<file path="src/rtl/ex_stage_if.sv">
// Handshake and operand/result bundle between ID/EX and the execute stage.
// The master side feeds operands in and consumes results toward EX/MEM.
interface ex_stage_if;
    logic        valid_i;
    logic        ready_o;
    logic        flush_i;
    logic [2:0]  op_i;
    logic        control_i;
    logic [31:0] data1_i;
    logic [31:0] data2_i;
    logic [31:0] data3_i;
    logic [31:0] IR_i;
    logic        valid_o;
    logic [31:0] result_o;
    logic [31:0] store_data_o;
    logic        branch_taken_o;
    logic [31:0] branch_target_o;
    logic [31:0] IR_o;

    modport master (
        output valid_i, flush_i, op_i, control_i,
        output data1_i, data2_i, data3_i, IR_i,
        input  ready_o, valid_o, result_o, store_data_o,
        input  branch_taken_o, branch_target_o, IR_o
    );

    modport slave (
        input  valid_i, flush_i, op_i, control_i,
        input  data1_i, data2_i, data3_i, IR_i,
        output ready_o, valid_o, result_o, store_data_o,
        output branch_taken_o, branch_target_o, IR_o
    );
endinterface

</file>
<file path="src/rtl/ex_stage.sv">
// Execute stage: single-cycle ADD/SLL/BGE and a 32-step shift-add MUL.
// Results, branch resolution and store data are registered toward EX/MEM.
module ex_stage (
    input  logic       clk_i,
    input  logic       rst_i,
    ex_stage_if.slave  bus
);
    localparam logic [2:0] OP_ADD = 3'b000;
    localparam logic [2:0] OP_MUL = 3'b001;
    localparam logic [2:0] OP_SLL = 3'b010;
    localparam logic [2:0] OP_BGE = 3'b011;
    localparam int         MUL_ITER = 32;
    localparam logic [4:0] CNT_LAST = 5'(MUL_ITER - 1);

    typedef enum logic {IDLE, MUL} state_t;

    state_t      state_q;
    logic [4:0]  cnt_q;
    logic [31:0] acc_q;
    logic [31:0] mcand_q;
    logic [31:0] mplier_q;
    logic        valid_q;
    logic [31:0] result_q;
    logic [31:0] store_q;
    logic        taken_q;
    logic [31:0] target_q;
    logic [31:0] ir_q;

    logic [31:0] opb;
    logic        accept;
    logic [31:0] alu_d;
    logic        taken_d;
    logic [31:0] acc_d;

    assign opb    = bus.control_i ? bus.data2_i : bus.data3_i;
    assign accept = bus.valid_i && (state_q == IDLE) && !bus.flush_i;
    assign acc_d  = mplier_q[0] ? acc_q + mcand_q : acc_q;

    always_comb begin
        alu_d   = '0;
        taken_d = 1'b0;
        unique case (1'b1)
            (bus.op_i == OP_ADD): alu_d = bus.data1_i + opb;
            (bus.op_i == OP_SLL): alu_d = bus.data1_i << opb[4:0];
            (bus.op_i == OP_BGE):
                taken_d = $signed(bus.data1_i) >= $signed(opb);
            default: begin
                alu_d   = '0;
                taken_d = 1'b0;
            end
        endcase
    end

    always_ff @(posedge clk_i or posedge rst_i) begin
        if (rst_i) begin
            state_q  <= IDLE;
            cnt_q    <= '0;
            acc_q    <= '0;
            mcand_q  <= '0;
            mplier_q <= '0;
            valid_q  <= 1'b0;
            result_q <= '0;
            store_q  <= '0;
            taken_q  <= 1'b0;
            target_q <= '0;
            ir_q     <= '0;
        end else begin
            valid_q <= 1'b0;
            unique case (state_q)
                IDLE: begin
                    if (accept) begin
                        ir_q     <= bus.IR_i;
                        store_q  <= bus.data3_i;
                        target_q <= bus.data3_i;
                        if (bus.op_i == OP_MUL) begin
                            state_q  <= MUL;
                            acc_q    <= '0;
                            mcand_q  <= bus.data1_i;
                            mplier_q <= opb;
                            cnt_q    <= '0;
                        end else begin
                            result_q <= alu_d;
                            taken_q  <= taken_d;
                            valid_q  <= 1'b1;
                        end
                    end
                end
                MUL: begin
                    // Flush wins over a completion on the same edge.
                    if (bus.flush_i) begin
                        state_q <= IDLE;
                        cnt_q   <= '0;
                    end else begin
                        acc_q    <= acc_d;
                        mcand_q  <= mcand_q << 1;
                        mplier_q <= mplier_q >> 1;
                        cnt_q    <= cnt_q + 5'd1;
                        if (cnt_q == CNT_LAST) begin
                            state_q  <= IDLE;
                            cnt_q    <= '0;
                            result_q <= acc_d;
                            taken_q  <= 1'b0;
                            valid_q  <= 1'b1;
                        end
                    end
                end
                default: state_q <= IDLE;
            endcase
        end
    end

    assign bus.ready_o         = (state_q == IDLE);
    assign bus.valid_o         = valid_q;
    assign bus.result_o        = result_q;
    assign bus.store_data_o    = store_q;
    assign bus.branch_taken_o  = taken_q;
    assign bus.branch_target_o = target_q;
    assign bus.IR_o            = ir_q;
endmodule

</file>
<file path="src/flat_wrapper.sv">
// flat-port wrapper written by rule: the top's interface ports become plain ports
module ex_stage_flat 
  (clk_i, rst_i, bus_valid_i, bus_flush_i, bus_op_i, bus_control_i, bus_data1_i, bus_data2_i, bus_data3_i, bus_IR_i, bus_ready_o, bus_valid_o, bus_result_o, bus_store_data_o, bus_branch_taken_o, bus_branch_target_o, bus_IR_o);
  ex_stage_if bus_i ();
  input  logic clk_i;
  input  logic rst_i;
  input wire logic [$bits(bus_i.valid_i)-1:0] bus_valid_i;
  input wire logic [$bits(bus_i.flush_i)-1:0] bus_flush_i;
  input wire logic [$bits(bus_i.op_i)-1:0] bus_op_i;
  input wire logic [$bits(bus_i.control_i)-1:0] bus_control_i;
  input wire logic [$bits(bus_i.data1_i)-1:0] bus_data1_i;
  input wire logic [$bits(bus_i.data2_i)-1:0] bus_data2_i;
  input wire logic [$bits(bus_i.data3_i)-1:0] bus_data3_i;
  input wire logic [$bits(bus_i.IR_i)-1:0] bus_IR_i;
  output wire logic [$bits(bus_i.ready_o)-1:0] bus_ready_o;
  output wire logic [$bits(bus_i.valid_o)-1:0] bus_valid_o;
  output wire logic [$bits(bus_i.result_o)-1:0] bus_result_o;
  output wire logic [$bits(bus_i.store_data_o)-1:0] bus_store_data_o;
  output wire logic [$bits(bus_i.branch_taken_o)-1:0] bus_branch_taken_o;
  output wire logic [$bits(bus_i.branch_target_o)-1:0] bus_branch_target_o;
  output wire logic [$bits(bus_i.IR_o)-1:0] bus_IR_o;
  assign bus_i.valid_i = bus_valid_i;
  assign bus_i.flush_i = bus_flush_i;
  assign bus_i.op_i = bus_op_i;
  assign bus_i.control_i = bus_control_i;
  assign bus_i.data1_i = bus_data1_i;
  assign bus_i.data2_i = bus_data2_i;
  assign bus_i.data3_i = bus_data3_i;
  assign bus_i.IR_i = bus_IR_i;
  assign bus_ready_o = bus_i.ready_o;
  assign bus_valid_o = bus_i.valid_o;
  assign bus_result_o = bus_i.result_o;
  assign bus_store_data_o = bus_i.store_data_o;
  assign bus_branch_taken_o = bus_i.branch_taken_o;
  assign bus_branch_target_o = bus_i.branch_target_o;
  assign bus_IR_o = bus_i.IR_o;
  ex_stage u_core (.clk_i(clk_i), .rst_i(rst_i), .bus(bus_i));
endmodule
</file>
<file path="config.mk">
export PLATFORM = sky130hd
export DESIGN_NAME = ex_stage_flat
export DESIGN_NICKNAME = d
export VERILOG_FILES = /design/src/rtl/ex_stage_if.sv /design/src/rtl/ex_stage.sv /design/src/flat_wrapper.sv
export SDC_FILE = /design/constraint.sdc
export NUM_CORES = 1
export LEC_CHECK = 0
export ABC_AREA = 1
export CAP_MARGIN = 5
export CORE_ASPECT_RATIO = 1.25
export CORE_UTILIZATION = 40
export CTS_BUF_LIST = sky130_fd_sc_hd__clkbuf_2
export CTS_CLUSTER_SIZE = 40
export DETAILED_ROUTE_END_ITERATION = 10
export PLACE_DENSITY = 0.6
export SYNTH_ARGS = -nofsm -noshare
export SYNTH_HDL_FRONTEND = slang
export SYNTH_SLANG_ARGS = --single-unit
</file>
<file path="constraint.sdc">
create_clock -name clk_i -period 9.24 [get_ports clk_i]
set_input_delay 2.772 -clock clk_i [delete_from_list [all_inputs] [get_ports clk_i]]
set_output_delay 2.772 -clock clk_i [all_outputs]
set_load 0.05 [all_outputs]
</file>
# Word-level counts from Yosys, hierarchy flattened
# Cells that the tools add are included.
# totals
rom_bits,0
inputBits,136
mem_count,0
reg_bits,200
latchBits,0
word_cells,74
ramBits,0
output_inout_bits,131
# classes
magnitude_cmp,1
reduce_logical,8
div,0
shifts,1
bitwise_logic,1
n_mul,0
add_sub_neg,3
n_eq_ne,9
n_mux,41
# op_table
operator,count
$mux W32,15
$pmux W32 S2,5
$add A32 B32 Y32,2
$ge A32 B32 Y1,1
$shl A32 B5 Y32,1
$mux W5,4
$mux W1,13
$pmux W5 S2,1
$eq A3 B2 Y1 const B,2
$ne A2 B2 Y1 const B,3
$pmux W1 S2,3
$add A5 B1 Y5 const B,1
$eq A5 B5 Y1 const B,1
$ne A2 B1 Y1 const B,2
$reduce_and A2 Y1,2
$reduce_and A4 Y1,1
$eq A3 B1 Y1 const B,1
$logic_not A3 Y1,1
$reduce_and A3 Y1,1
$logic_and A1 B1 Y1,2
$logic_not A1 Y1,1
$not A1 Y1,1

# Longest topological paths before layout
# Gate-level depths: netlist of the first run.
# logic_depth
word_depth,6
mapped_depth,21
mapped_depth_nobuf,18

# Least setup slack after synthesis of the first run
# Ideal clock, no wire load.
# synth_timing
path_kind,input port to flip-flop
start,input bus_control_i
end,"register u_core.result_q[22], in the netlist u_core.bus.result_o[22]"
setup_slack_ns,4.100
arrival_time_ns,5.067
stages,19
n_path_buf,4
cell_sequence,buf_6 > inv_4 > clkbuf_1 > clkbuf_1 > or2_2 > o21ai_0 > ha_1 > buf_2 > nor2_1 > nand3_1 > nand3_1 > nand2_1 > nand3_1 > nand2_1 > nand3_1 > nand3_1 > nand2_1 > nand2_1 > a21oi_2
# synth_via
elab_chain_len,6
elab_cells_between_ends,7
# synth_rtl
element,line,rtl
"start, declared",flat_wrapper.sv:10,input wire logic [$bits(bus_i.control_i)-1:0] bus_control_i;
$mux W32 (*),ex_stage.sv:35,assign opb = bus.control_i ? bus.data2_i : bus.data3_i;
$add A32 B32 Y32 or $shl A32 B5 Y32 (tied branches),"ex_stage.sv:43, ex_stage.sv:44",
$pmux W32 S2 (*),ex_stage.sv:42,unique case (1'b1)
$mux W32 (*),ex_stage.sv:75,if (bus.op_i == OP_MUL) begin
$mux W32 (*),ex_stage.sv:71,if (accept) begin
$pmux W32 S2 (*),ex_stage.sv:69,unique case (state_q)
"end signal, assigned",ex_stage.sv:82,result_q <= alu_d;
"end, declared",ex_stage.sv:23,logic [31:0] result_q;
# Mark *: on every way between the ends. The rest lies on a longest branch, timed or not. The select of a mux whose other input is x is not followed.
# A chain may end at the register's enable or synchronous reset.

# Final worst setup path of the first run
# layout_timing
start,input bus_control_i
end,"register u_core.result_q[9], in the netlist u_core.bus.result_o[9]"
# The elaborated chain is that of the path after synthesis.

==> results of run 1 <==
-- routing by layer --
metal,vias up,global-route usage
li1,8844,-
met1,8352,0.392
met2,572,0.508
met3,73,0.0347
met4,0,0.0989
met5,-,0
-- per-stage QoR --
step	total power, W	utilization	instances	area, µm²	worst slack, ps
after floorplan	0.00237	-	2676	16800	1010
after global placement	0.00291	0.473	3375	19500	2980
after detailed placement	0.00292	0.473	3375	19500	2870
after CTS	0.00341	0.479	3407	19800	3900
after global routing	0.00363	0.480	3409	19800	3620
final	0.00339	0.480	3409	19800	3770
-- final timing paths --
| check | from | endpoint | slack, ps | depth (start not counted) |
|---|---|---|---|---|
| setup reg to reg | u_core.state_q$_DFF_PP0_ | u_core.mplier_q[23]$_DFFE_PP0P_ | 5690 | 11 |
| hold / removal | u_core.mplier_q[7]$_DFFE_PP0P_ | u_core.mplier_q[6]$_DFFE_PP0P_ | 520 | 2 |
| max in group asynchronous | rst_i | u_core.bus.result_o[17]$_DFFE_PP0P_ | 5580 | 3 |
| hold reg to reg | u_core.mplier_q[7]$_DFFE_PP0P_ | u_core.mplier_q[6]$_DFFE_PP0P_ | 520 | 2 |
| setup / recovery | bus_control_i | u_core.bus.result_o[9]$_DFFE_PP0P_ | 3770 | 17 |
| min in group asynchronous | rst_i | u_core.bus.IR_o[8]$_DFFE_PP0P_ | 2300 | 2 |
-- registers in the layout, indices dropped and copies added (netlist names) --
| register | flops |
|---|---|
| u_core.bus.result_o | 32 |
| u_core.bus.store_data_o | 32 |
| u_core.mplier_q | 32 |
| u_core.mcand_q | 32 |
| u_core.cnt_q | 5 |
| u_core.state_q | 1 |
| u_core.acc_q | 32 |
| u_core.bus.branch_taken_o | 1 |
| u_core.bus.valid_o | 1 |
| u_core.bus.IR_o | 32 |
-- layout by cell type (no fill, tap or decap), drive strengths merged, types with 2 or more instances in the layout --
master	instances
o21ai	115
o211ai	10
a31oi	73
clkdlybuf4s50	266
o31ai	3
nand4	20
o21a	2
xor2	11
nand3b	2
clkbuf	18
o22ai	5
fa	2
a21oi	117
nand3	304
nor3	12
nor4	2
nand2	952
diode	2
buf	19
nor2	227
or2	33
a21o	3
clkinv	11
dfrtp	200
and2	2
ha	100
o21bai	10
inv	332
-- cells by family after synthesis --
logic type,count (synthesis)
buf+inv,467
compound gates,340
flops,200
simple gates,1555
fa+ha+maj,102
xor+xnor,12
-- worst max-delay path: stages --
cell,delay [ps]
clkdlybuf4s50_1,740
inv_4,230
or2_4,300
o21ai_4,50
buf_4,400
inv_4,220
ha_1,240
inv_1,90
o21ai_0,130
inv_1,80
nand2_1,110
nand2_1,120
nand2_1,120
xor2_1,180
o21ai_0,190
nand2_1,140
a31oi_1,160
-- area by class of cell --
| type | count | area [µm²] |
|---|---|---|
| Tap cell | 552 | 691 |
| Timing Repair Buffer | 285 | 2810 |
| Antenna cell | 2 | 5.00 |
| Sequential cell | 200 | 5010 |
| Clock buffer | 18 | 90.1 |
| Fill cell | 4439 | 21500 |
| Clock inverter | 14 | 158 |
| Multi-Input combinational cell | 2009 | 9760 |
| Inverter | 329 | 1250 |
-- report_power, final --
part,leakage (nW),total (W),internal (W),switching [W]
combinational,7.56,0.00173,0.000568,0.00116
clock,0.148,0.000471,0.0000929,0.000378
sequential,2.44,0.00119,0.00105,0.000140
==> impl_metrics.env, run 1 <==
export IMPL_status="completed"
export IMPL_p_leak_nw=10.1
export IMPL_synth_top_family_by_area="simple AND/OR/NAND/NOR gates"
export IMPL_finalHoldViolCount=0
export IMPL_drt_iter0_drc=1235
export IMPL_finalSetupViolCount=0
export IMPL_synth_edf_count=0
export IMPL_synth_compound_area_share=0.116
export IMPL_synth_most_common_cell="nand2_1"
export IMPL_globalRoute_totalOverflow=0
export IMPL_netlist_instances=2676
export IMPL_ys_seq_elements=200
export IMPL_synth_area_leaders="dfrtp_1 30%, nand2_1 21%, nand3_1 9.0%"
export IMPL_maxCapViolCount=0
export IMPL_cts_inserted_buffers=17
export IMPL_cts_tree="done"
export IMPL_min_period_ps=5470
export IMPL_grt_max_degree=100
export IMPL_clock_latency_ps=950
export IMPL_start_util=0.407
export IMPL_finalMaxSlewViolations=0
export IMPL_num_io_pins=267
export IMPL_synth_seq_area_share=0.298
export IMPL_synth_area_per_cell_um2=6.27
export IMPL_synthSimpleGateAreaFrac=0.383
export IMPL_die_area_um2=42800
export IMPL_worst_ir_drop_vdd_uv=95.3
export IMPL_htreeDepth=4
export IMPL_ys_warn_count=0
export IMPL_clock_path_buffers=2
export IMPL_synth_xor_area_frac=0.00626
export IMPL_cp_max_fo=36
export IMPL_fin_hold_ws_ps=516
export IMPL_routabilityCongestion=0.953
export IMPL_synth_adder_area_share=0.0769
export IMPL_routed_wire_length_per_instance_um=18.6
export IMPL_post_cts_buffers=0
export IMPL_crit_path_end_kind="flip-flop"
export IMPL_first_global_vias=17021
export IMPL_synth_cell_types=47
export IMPL_via_count=17841
export IMPL_cts_sinks=200
export IMPL_highest_layer="met4"
export IMPL_maxSlewHeadroom=0.389
export IMPL_critical_path_required_ps=10070
export IMPL_cellPowerDensity_nw_per_um2=171
export IMPL_final_setup_tns_ps=0
export IMPL_first_pass_iters=5
export IMPL_period_share=0.592
export IMPL_totalWireLength_mm=63.4
export IMPL_area_growth_pct=17.8
export IMPL_detail_route_antenna_nets=0
export IMPL_io_buffers=266
export IMPL_synth_top_cell_by_area="dfrtp_1"
export IMPL_synth_common_cells="946 x nand2_1, 320 x inv_1, 302 x nand3_1, 226 x nor2_1, 200 x dfrtp_1"
export IMPL_wl_met2_mm=30.4
export IMPL_muxShareOfSynthArea=0
export IMPL_grt_pass1_wl_mm=97.1
export IMPL_dpl_hpwl_mm=50.0
export IMPL_antenna_found_initial=1
export IMPL_cts_root_buffer="clkbuf_2"
export IMPL_holdBufCountCts=0
export IMPL_cp_arrival_ps=6300
export IMPL_synth_top_cell_area_share=0.298
export IMPL_clk_pin_slew_ps=410
export IMPL_drt_met1_wl_mm=27.9
export IMPL_synthArstFlopShare=1.00
export IMPL_worst_pin_slew_ps=916
export IMPL_core_um2=41200
export IMPL_cts_resized_gates=0
export IMPL_grt_use_total=0.299
export IMPL_rsz0062_at_grt="no"
export IMPL_layout_drive_gt1_share=0.0392
export IMPL_die_h_um=231
export IMPL_route_detailed_drc=0
export IMPL_clock_fmax_mhz=183
export IMPL_nNetsFinal=3080
export IMPL_die_x_um=185
export IMPL_syn_cell_area_um2=16800
export IMPL_syn_nets=2914
export IMPL_drt_vias_per_instance=5.23
export IMPL_hold_path_class="reg -> reg"
export IMPL_synth_top_flop_cell="dfrtp_1"
export IMPL_dr_wl_met3_mm=3.21
export IMPL_rows=83
export IMPL_finalClockSkew_ps=76.6
export IMPL_critPathLaunchType="primary input"
export IMPL_crit_type="in -> reg"
(Power assumes the default switching activity.)
==> run 2: changes to the inputs <==
--- a/config.mk
+++ b/config.mk
@@ -12,7 +12,7 @@
 export CTS_BUF_LIST = sky130_fd_sc_hd__clkbuf_2
 export CTS_CLUSTER_SIZE = 40
 export DETAILED_ROUTE_END_ITERATION = 10
-export PLACE_DENSITY = 0.6
+export PLACE_DENSITY = 0.63
 export SYNTH_ARGS = -nofsm -noshare
 export SYNTH_HDL_FRONTEND = slang
 export SYNTH_SLANG_ARGS = --single-unit
==> constraint.sdc (replaced) <==
create_clock -name clk_i -period 4.65 [get_ports clk_i]
set_input_delay 1.395 -clock clk_i [delete_from_list [all_inputs] [get_ports clk_i]]
set_output_delay 1.395 -clock clk_i [all_outputs]
set_load 0.05 [all_outputs]
==> impl_metrics.env, run 2 (synthesis gave the netlist of run 1 again) <==
export IMPL_critical_path_required_ps=3250
export IMPL_finalClockSkew_ps=29.2
export IMPL_min_period_ps=3820
export IMPL_clk_pin_slew_ps=300
export IMPL_cts_sinks=200
export IMPL_clock_path_buffers=2
export IMPL_htreeDepth=4
export IMPL_route_detailed_drc=0
export IMPL_area_growth_pct=19.5
export IMPL_period_share=0.821
export IMPL_startpoint="u_core.state_q$_DFF_PP0_"
export IMPL_fillers=4399
export IMPL_start_util=0.407
export IMPL_first_global_vias=17190
export IMPL_globalRoute_totalOverflow=0
export IMPL_io_buffers=266
export IMPL_rsz0062_at_grt="no"
export IMPL_rows=83
export IMPL_cts_inserted_buffers=17
export IMPL_die_area_um2=42800
export IMPL_detail_route_antenna_nets=0
export IMPL_nNetsFinal=3103
export IMPL_routed_wire_length_per_instance_um=17.6
export IMPL_cellPowerDensity_nw_per_um2=345
export IMPL_r2r_start="u_core.mcand_q[0]$_DFFE_PP0P_"
export IMPL_cts_tree="done"
export IMPL_dpl_hpwl_mm=47.4
export IMPL_critPathLaunchType="flip-flop"
export IMPL_grt_use_total=0.288
export IMPL_finalMaxSlewViolations=0
export IMPL_cp_max_fo=3
export IMPL_clock_latency_ps=950
export IMPL_post_cts_buffers=0
export IMPL_timing_rr_end="u_core.bus.result_o[12]$_DFFE_PP0P_"
export IMPL_p_leak_nw=10.3
export IMPL_r2r_cells=11
export IMPL_status="completed"
export IMPL_antenna_found_initial=2
export IMPL_cp_endpoint="bus_ready_o"
export IMPL_maxCapViolCount=0
export IMPL_crit_path_end_kind="output port"
export IMPL_final_common_cell="nand2_1"
export IMPL_finalHoldViolCount=0
export IMPL_routabilityCongestion=0.930
export IMPL_die_h_um=231
export IMPL_core_um2=41200
export IMPL_totalWireLength_mm=60.4
export IMPL_cts_resized_gates=0
export IMPL_finalSetupViolCount=0
export IMPL_worst_ir_drop_vdd_uv=205
export IMPL_hold_path_class="reg -> reg"
export IMPL_num_io_pins=267
export IMPL_layout_drive_gt1_share=0.0476
export IMPL_timing_reg2reg_setup_slack_ps=1740
export IMPL_first_pass_iters=6
export IMPL_cts_root_buffer="clkbuf_2"
export IMPL_die_x_um=185
export IMPL_cp_arrival_ps=2420
export IMPL_via_count=17799
export IMPL_holdBufCountCts=0
export IMPL_layout_common_cells="946 x nand2_1, 318 x inv_1, 302 x nand3_1"
export IMPL_grt_pass1_wl_mm=94.5
export IMPL_fin_hold_ws_ps=524
export IMPL_clock_fmax_mhz=262
export IMPL_crit_type="reg -> out"
export IMPL_maxSlewHeadroom=0.356
export IMPL_grt_max_degree=85
export IMPL_final_setup_tns_ps=0
export IMPL_drt_iter0_drc=1355
export IMPL_drt_vias_per_instance=5.19
export IMPL_worst_pin_slew_ps=966
==> run 2: cell types whose count changed in the layout (fill, tap and decap cells not counted), sizes merged <==
| cell | delta |
|---|---|
| bufinv | +5 |
| inv | -3 |
| clkinvlp | +3 |
| clkbuf | -1 |
| buf | +23 |
| clkinv | -4 |
==> run 2: critical path: stages (launching register included) <==
cell and delay (ps):
dfrtp_2 490, clkinv_2 80, clkdlybuf4s50_1 900
==> run 2: final cells by class <==
| cell class | count | area, µm² | share of cell area |
|---|---|---|---|
| Clock inverter | 15 | 240 | 0.0120 |
| Multi-Input combinational cell | 2009 | 9760 | 0.487 |
| Inverter | 329 | 1250 | 0.0623 |
| Timing Repair Buffer | 308 | 3020 | 0.150 |
| Antenna cell | 2 | 5.00 | 0.000250 |
| Sequential cell | 200 | 5010 | 0.250 |
| Clock buffer | 17 | 85.1 | 0.00424 |
| Tap cell | 552 | 691 | 0.0344 |
==> run 2: how the worst min path moves through the flow <==
| stage | depth (start not counted) | start | to | slack, ps |
|---|---|---|---|---|
| CTS | 2 | u_core.bus.IR_o[2]$_DFFE_PP0P_ | u_core.bus.IR_o[2]$_DFFE_PP0P_ | 530 |
| global placement | 2 | u_core.bus.IR_o[12]$_DFFE_PP0P_ | u_core.bus.IR_o[12]$_DFFE_PP0P_ | 460 |
| detailed placement | 2 | u_core.bus.IR_o[9]$_DFFE_PP0P_ | u_core.bus.IR_o[9]$_DFFE_PP0P_ | 460 |
| finish | 2 | u_core.bus.IR_o[23]$_DFFE_PP0P_ | u_core.bus.IR_o[23]$_DFFE_PP0P_ | 520 |
| floorplan | 2 | u_core.mplier_q[31]$_DFFE_PP0P_ | u_core.mplier_q[31]$_DFFE_PP0P_ | 450 |
| global route | 2 | u_core.bus.IR_o[23]$_DFFE_PP0P_ | u_core.bus.IR_o[23]$_DFFE_PP0P_ | 540 |
==> run 2: metal layers <==
metal,track usage,part of all wire
met4,0.0994,0.030
met5,0,0
met1,0.364,0.43
met2,0.498,0.49
met3,0.0388,0.047
==> run 2: power by group <==
group | leakage, nW | switching (W) | internal (W) | total [W]
sequential | 2.44 | 0.000327 | 0.00208 | 0.00241
combinational | 7.67 | 0.00224 | 0.00115 | 0.00339
clock | 0.182 | 0.000694 | 0.000423 | 0.00112
total | 10.3 | 0.00326 | 0.00365 | 0.00691
==> run 2: stage by stage <==
| stage | cell area, µm² | instances | power, W | worst slack, ps | util |
|---|---|---|---|---|---|
| floorplan | 16800 | 2676 | 0.00472 | 667 | - |
| global placement | 19700 | 3398 | 0.00577 | 7.81 | 0.478 |
| detailed placement | 19700 | 3398 | 0.00580 | 2.58 | 0.478 |
| CTS | 20000 | 3430 | 0.00695 | 741 | 0.486 |
| global route | 20100 | 3432 | 0.00740 | 708 | 0.486 |
| finish | 20100 | 3432 | 0.00691 | 835 | 0.486 |
